<file path="src/rtl/font_rom_pkg.sv">
// font_rom_pkg: shared font ROM widths, address type and read tag type for the ROM arbiter and VGA controllers
package font_rom_pkg;
  localparam int FNT_W = 4;
  localparam int ADDR_SIZE = 7;
  typedef struct packed {
    logic v1;
    logic v0;
  } font_tag_t;
  typedef logic [ADDR_SIZE-1:0] font_addr_t;
endpackage

</file>
<file path="src/rtl/font_rom_tag_pipe.sv">
// font_rom_tag_pipe: DEPTH-stage shift register of read tags with async clear (clk, rst, tag_in -> tag_out)
module font_rom_tag_pipe
  import font_rom_pkg::*;
#(
  parameter int DEPTH = 1
) (
  input  logic      clk,
  input  logic      rst,
  input  font_tag_t tag_in,
  output font_tag_t tag_out
);
  font_tag_t [DEPTH-1:0] pipe_q, pipe_d;
  always_comb begin
    pipe_d[0] = tag_in;
    for (int i = 1; i < DEPTH; i++) pipe_d[i] = pipe_q[i-1];
  end
  always_ff @(posedge clk or posedge rst) begin
    if (rst) pipe_q <= '0;
    else pipe_q <= pipe_d;
  end
  assign tag_out = pipe_q[DEPTH-1];
endmodule

</file>
<file path="src/rtl/font_rom_arbiter.sv">
// font_rom_arbiter: two-requester font ROM arbiter (req/addr in, gnt/rvalid/rdata out per requester; rom_addr out, rom_q in)
module font_rom_arbiter
  import font_rom_pkg::*;
#(
  parameter int ADDR_SIZE  = font_rom_pkg::ADDR_SIZE,
  parameter int FNT_W      = font_rom_pkg::FNT_W,
  parameter int ROM_LAT    = 1,
  parameter int STARVE_MAX = 8
) (
  input  logic                 clk,
  input  logic                 rst,
  input  logic                 req0,
  input  logic [ADDR_SIZE-1:0] addr0,
  output logic                 gnt0,
  output logic                 rvalid0,
  output logic [FNT_W-1:0]     rdata0,
  input  logic                 req1,
  input  logic [ADDR_SIZE-1:0] addr1,
  output logic                 gnt1,
  output logic                 rvalid1,
  output logic [FNT_W-1:0]     rdata1,
  output logic [ADDR_SIZE-1:0] rom_addr,
  input  logic [FNT_W-1:0]     rom_q
);
  localparam int SW = STARVE_MAX > 0 ? $clog2(STARVE_MAX + 1) : 1;
  localparam logic [SW-1:0] SMAX = SW'(STARVE_MAX);
  if (ROM_LAT < 1) begin : g_bad_lat
    $error("ROM_LAT must be at least 1");
  end
  logic [SW-1:0] starve_q, starve_d;
  logic [ADDR_SIZE-1:0] last_addr_q, last_addr_d;
  logic force1;
  font_tag_t tag_in, tag_out;
  always_comb begin
    force1 = (STARVE_MAX != 0) && (starve_q == SMAX);
    gnt1 = !rst && req1 && (!req0 || force1);
    gnt0 = !rst && req0 && !gnt1;
    rom_addr = gnt0 ? addr0 : gnt1 ? addr1 : last_addr_q;
    last_addr_d = rom_addr;
    starve_d = (!req1 || gnt1) ? '0 : (starve_q == SMAX) ? starve_q : starve_q + 1'b1;
    tag_in = '{v1: gnt1, v0: gnt0};
    rvalid0 = tag_out.v0;
    rvalid1 = tag_out.v1;
    rdata0 = rvalid0 ? rom_q : '0;
    rdata1 = rvalid1 ? rom_q : '0;
  end
  always_ff @(posedge clk or posedge rst) begin
    if (rst) begin
      starve_q <= '0;
      last_addr_q <= '0;
    end else begin
      starve_q <= starve_d;
      last_addr_q <= last_addr_d;
    end
  end
  font_rom_tag_pipe #(.DEPTH(ROM_LAT)) u_tag_pipe (
    .clk(clk),
    .rst(rst),
    .tag_in(tag_in),
    .tag_out(tag_out)
  );
endmodule

</file>
<file path="config.mk">
export PLATFORM = sky130hd
export DESIGN_NAME = font_rom_arbiter
export DESIGN_NICKNAME = d
export VERILOG_FILES = /design/src/rtl/font_rom_pkg.sv /design/src/rtl/font_rom_tag_pipe.sv /design/src/rtl/font_rom_arbiter.sv
export SDC_FILE = /design/constraint.sdc
export NUM_CORES = 1
export LEC_CHECK = 0
export CAP_MARGIN = 0
export CORE_MARGIN = 5
export CORE_UTILIZATION = 40
export DETAILED_ROUTE_END_ITERATION = 10
export PLACE_DENSITY = 0.92
export RECOVER_POWER = 25
export REMOVE_ABC_BUFFERS = 1
export SYNTH_ARGS = -nofsm -noshare
export SYNTH_HDL_FRONTEND = slang
export SYNTH_SLANG_ARGS = --single-unit
export TNS_END_PERCENT = 1
</file>
<file path="constraint.sdc">
create_clock -name clk -period 3.4 [get_ports clk]
set_input_delay 0.85 -clock clk [delete_from_list [all_inputs] [get_ports clk]]
set_output_delay 0.85 -clock clk [all_outputs]
set_load 0.01 [all_outputs]
</file>
==> metrics, run 1 <==
Final Skew=2.72 ps; WL/cell=13.5 um; core area=0.00173 mm2; post-synth top area cell=dfrtp_1; Post-DP HPWL=about 1500 um; I/O Buffers=40; Synth area leaders=dfrtp_1, mux2_4, mux2_2, and2_1, ha_1; max-slew violations=0; first-pass GRT wire length=2820 um; relative slew slack=68.3%; slew at the pin closest to its max-slew limit=475 ps; initial antenna violation count=0; Crit Path Max Fanout=9; CP Class=in -> out; register bit count reported by yosys=13; # DRC=0; Max rail drop VDD=359 uV; Sw Pwr=103 uW; crit path launch type=primary input; Clock Pin Slew Worst Setup and Hold Paths=about 70 ps; die area=around 0.0028 mm2; final setup TNS=0 ps; CTS buffer count=3; Slowest cell on crit path=clkdlybuf4s50_1; Initial Utilization=42.1%; CP dominant cell by count=clkdlybuf4s50_1; vias in the first global route=675; gr usage total=about 14%; clock sink total=13; ratio of cells with drive above 1 in the final layout=between 20 and 25%; Fmax achieved=300 MHz; Root Driver=clkbuf_4; final WL=1730 um; Yosys cell types=18; register share of total power=between 40% and 50%; vias per cell=4.63; RSZ-0062 raised after global routing=false; Die Ht=52.6 um; Clk pwr share=22.6%; DR iter-0 viols=7; Post-DRT Antenna Nets=0; Max Cap Violations=0; Tcrit/Tclk final=98.1%; Via Count=592; diode count=0; clk_lat worst skew=270 ps; Worst Setup End Kind=output pin; grt ovf=0; RePlAce Congestion=0.632; top-area cell type share of the netlist area=~45%; most frequent cells in the layout=clkdlybuf4s50_1, dfrtp_1, and2_1; Rows=15; YS warnings=0; CP cell instances=clkdlybuf4s50_1 -> inv_1 -> a211o_2 -> and2_2 -> clkdlybuf4s50_1; largest net degree at the start of global routing=14; H-tree depth=1; Final setup viols=0; Arr. time, crit path=2490 ps; total power=406 uW; power per cell area=343 mW/mm2; Post-Syn Area=~730 um2; Pre-antenna DRT Iters=2; commonest non-fill, non-tap cell in the layout=clkdlybuf4s50_1; required time of the critical path=2550 ps; clock period minus worst slack=3340 ps; status=finished, final reports clean; Static Leak=0.000561 uW; Final Hold Fails=0; Switching Fraction=25.4%; Int Pwr=303 uW; Longest Clk Path Bufs=2; Post-CTS Setup Inserts=0; CTS tree=done; Area Growth Syn to Fin=62.7%; Die Wd=52.6 um; Comb power frac=32.8%; Hold Path Class=reg -> reg; Ports=between 40 and 50; sequential share of the synthesized area=44.8%; fin nets=128; Crit path largest cell delay=480 ps; Avg Cell Area, Syn=12.5 um2; Synth Instances=58
final timing paths:
path,from,endpoint,slack (ps),cells past startpoint
setup / recovery,req1,gnt0,60,5
max in group asynchronous,rst,last_addr_q[4],2120,2
min in group asynchronous,rst,last_addr_q[1],960,2
hold / removal,starve_q[2],starve_q[2],610,3
hold reg to reg,starve_q[2],starve_q[2],610,3
setup reg to reg,starve_q[0],last_addr_q[1],1650,5
registers in the layout, summed over array words and instances (netlist names):
signal and cells:
starve_q 4, last_addr_q 7, u_tag_pipe.tag_out 2
routing by layer:
layer	GRT usage, %	up-vias	share of wire [%]
li1	-	284	-
met1	13.2	273	34
met2	27.3	33	54
met3	4.84	2	10
met4	5.96	0	1.6
met5	0	-	0
through the flow:
step           area (um2)  cells  hold slack (ps)  util [%]  worst slack [ps]
3_5_place_dp         1160    124              605      67.5              -183
5_1_grt              1180    128              647      68.5              1.39
3_3_place_gp         1160    124              576      67.5              -159
6_report             1180    128              613      68.5              63.3
4_1_cts              1180    128              617      68.6              12.3
2_1_floorplan         711     56              550         -               648
power by group through the flow:
stage	sequential [uW]	combinational, uW	clock [uW]
finish	181	133	91.7
floorplan	181	68.5	0
CTS	181	133	94.9
global route	183	143	101
global placement	183	139	0
detailed placement	184	143	0
logic make-up after synthesis:
kind of cell / synth area share, %
flops: 44.8
fa+ha+maj: 3.44
buf+inv: 4.82
xor+xnor: 3.62
compound gates: 1.21
simple gates: 15.5
mux: 26.7
repair_timing:
| action | 4_1_cts | 5_1_grt |
|---|---|---|
| cloned | 0 | 0 |
| endpoints found under the setup margin | 8 | 7 |
| gates resized for setup | 8 | 9 |
| hold buffers | 0 | 0 |
worst max-delay path, delay by kind of cell:
kind	cells	cell delay, ps
simple gates	1	220
buf+inv	3	990
compound gates	1	430
area by class of cell:
cell class              count  area [um2]
clock buffers               4        26.3
fillers                   139         544
inverters                   5        18.8
multi-input cells          38         368
flip-flops and latches     13         325
well taps                  25        31.3
repair buffers             43         413
cells in the mapped netlist:
cell type	instances
a211o_1	1
and2_1	8
and2_2	1
buf_6	1
clkbuf_2	1
dfrtp_1	13
ha_1	2
inv_1	5
mux2_2	7
mux2_4	7
mux2i_1	1
nand2_1	1
nand3_1	1
nand3b_4	1
nor2b_1	1
nor3_1	4
xnor2_1	1
xor2_1	2
(Power assumes the default switching activity.)
==> inputs of run 2 (changes only) <==
==> constraint.sdc (replaced) <==
create_clock -name clk -period 4.2 [get_ports clk]
set_input_delay 1.05 -clock clk [delete_from_list [all_inputs] [get_ports clk]]
set_output_delay 1.05 -clock clk [all_outputs]
set_load 0.01 [all_outputs]
==> run 2 against run 1 <==
  * Final cell count shrank 1.6%
  * Sequential cell count unchanged
  * Critical path type unchanged
  * First-iteration DRC count decreased by 86%
  * Largest cell class unchanged
==> metrics, run 2 (synthesized netlist as in run 1, its figures left out) <==
status=finished, final reports clean (unchanged); slew at the pin closest to its max-slew limit=487 ps (was 475 ps); Sw Pwr=85.7 uW (was 103 uW); I/O Buffers=40 (unchanged); Max Cap Violations=0 (unchanged); # fillers=151 (was 139); Post-CTS Hold Buffers=0 (unchanged); Die Wd=52.6 um (unchanged); Post-CTS Setup Inserts=0 (unchanged); Largest register FFs=7 (unchanged); register share of total power=43.3% (was 44.5%); final WL=1830 um (was 1730 um); Area Growth Syn to Fin=61.8% (was 62.7%); vias per cell=4.79 (was 4.63); clock period minus worst slack=3990 ps; Post-DP HPWL=1490 um (was 1470 um); diode count=0 (unchanged); DR iter-0 viols=1 (was 7); vias in the first global route=682 (was 675); power per cell area=287 mW/mm2 (was 343 mW/mm2); gr usage total=14.9% (was 14.2%); WL/cell=14.5 um (was 13.5 um); Final Hold Fails=0 (unchanged); Worst Setup End Kind=output pin (unchanged); Final Skew=1.59 ps (was 2.72 ps); Pre-antenna DRT Iters=4 (was 2); R2R depth=5 (unchanged); register area=325 um2 (unchanged); # DRC=0 (unchanged); hold depth=3 (unchanged); CP Class=in -> out (unchanged); Longest Clk Path Bufs=2 (unchanged); H-tree depth=1 (unchanged); total power=337 uW (was 406 uW); fin nets=126 (was 128); Rows=15 (unchanged); largest reg by FF count=last_addr_q (unchanged); Tcrit/Tclk final=94.9%; Post-DRT Antenna Nets=0 (unchanged); area of the multi-input gates=367 um2 (was 368 um2); Clock Pin Slew Worst Setup and Hold Paths=80 ps (was 70 ps); grt ovf=0 (unchanged); first-pass GRT wire length=2950 um (was 2820 um); RSZ-0062 raised after global routing=false (unchanged); Slowest cell on crit path=clkdlybuf4s50_1 (unchanged); CTS tree=done (unchanged); ratio of cells with drive above 1 in the final layout=19.8% (was 24.3%); CP cell instances=clkdlybuf4s50_1 -> nor2b_1 -> buf_4 -> mux2_2 -> mux2_4 -> clkdlybuf4s50_1 (was clkdlybuf4s50_1 -> inv_1 -> a211o_2 -> and2_2 -> clkdlybuf4s50_1); commonest non-fill, non-tap cell in the layout=clkdlybuf4s50_1 (unchanged); DP Worst Slack=201 ps (was -183 ps); Switching Fraction=25.4% (about the same); die area=0.00277 mm2 (unchanged); clock sink total=13 (unchanged); CP dominant cell by count=clkdlybuf4s50_1 (unchanged); Via Count=603 (was 592); Ports=41 (unchanged); initial antenna violation count=0 (unchanged); largest net degree at the start of global routing=14 (unchanged); Root Driver=clkbuf_4 (unchanged); Final setup viols=0 (unchanged); register-to-register setup slack=2390 ps (was 1650 ps); Arr. time, crit path=2940 ps (was 2490 ps); Hold Path Class=reg -> reg (unchanged); most frequent cells in the layout=clkdlybuf4s50_1, dfrtp_1, and2_1 (unchanged); Clk pwr share=22.8% (was 22.6%); Comb power frac=33.9% (was 32.8%); Static Leak=0.000547 uW (was 0.000561 uW); crit path launch type=primary input (unchanged); required time of the critical path=3150 ps (was 2550 ps); CTS buffer count=3 (unchanged); max-slew violations=0 (unchanged); Initial Utilization=42.1% (unchanged); core area=0.00173 mm2 (unchanged); Max rail drop VDD=199 uV (was 359 uV); final worst slack=213 ps (was 63.3 ps); Crit path largest cell delay=490 ps (was 480 ps); clk_lat worst skew=270 ps (about the same); Die Ht=52.6 um (unchanged); Int Pwr=251 uW (was 303 uW); RePlAce Congestion=0.660 (was 0.632); post-CTS sizing=0 (was 8); Crit Path Max Fanout=8 (was 9); Fmax achieved=between 200 and 300 MHz; final setup TNS=0 ps (unchanged); relative slew slack=67.5% (was 68.3%)
[run 2: cell count changes in the layout (fill, tap and decap cells not counted)]
cell,before,now
a211o_1,0,1
a211o_2,1,0
buf_4,3,1
clkbuf_2,2,0
clkdlybuf4s15_1,5,0
clkdlybuf4s50_1,33,40
[run 2: layout make-up]
cell class	instances	area share, %
clock buffers	4	2.23
inverters	5	1.60
multi-input cells	38	31.2
flip-flops and latches	13	27.7
well taps	25	2.66
repair buffers	41	34.7
[run 2: per-layer routing]
metal,part of all wire (%),global-route usage [%],vias up
li1,-,-,278
met3,8.3,3.70,4
met2,53,26.4,36
met4,2.6,10.6,0
met5,0,0,-
met1,36,14.7,285
[run 2: per-stage QoR]
step                cells  utilization [%]  hold WS, ps  cell area, um2
finish                126             68.1          608            1180
global route          126             68.1          646            1180
CTS                   126             68.1          613            1180
detailed placement    122             66.6          599            1150
global placement      122             66.6          574            1150
floorplan              56                -          550             711
[run 2: worst paths after layout]
| check | endpoint | start |
|---|---|---|
| setup / recovery | rom_addr[5] | req0 |
| hold / removal | starve_q[2] | starve_q[2] |
| setup reg to reg | last_addr_q[5] | starve_q[0] |
| hold reg to reg | starve_q[2] | starve_q[2] |
| max in group asynchronous | last_addr_q[3] | rst |
| min in group asynchronous | starve_q[3] | rst |
[run 2: worst max-delay path, delay by kind of cell]
kind                   cells  cell delay, ps
muxes                      2             620
and+or+nand+nor            1             130
buffers and inverters      3            1140
[run 2: power by group through the flow]
stage          clock [uW]  combinational [uW]  sequential, uW
2_1_floorplan           0                55.4             147
3_3_place_gp            0                 111             148
3_5_place_dp            0                 115             149
4_1_cts              79.4                 116             146
5_1_grt              84.8                 122             147
6_report             77.0                 114             146
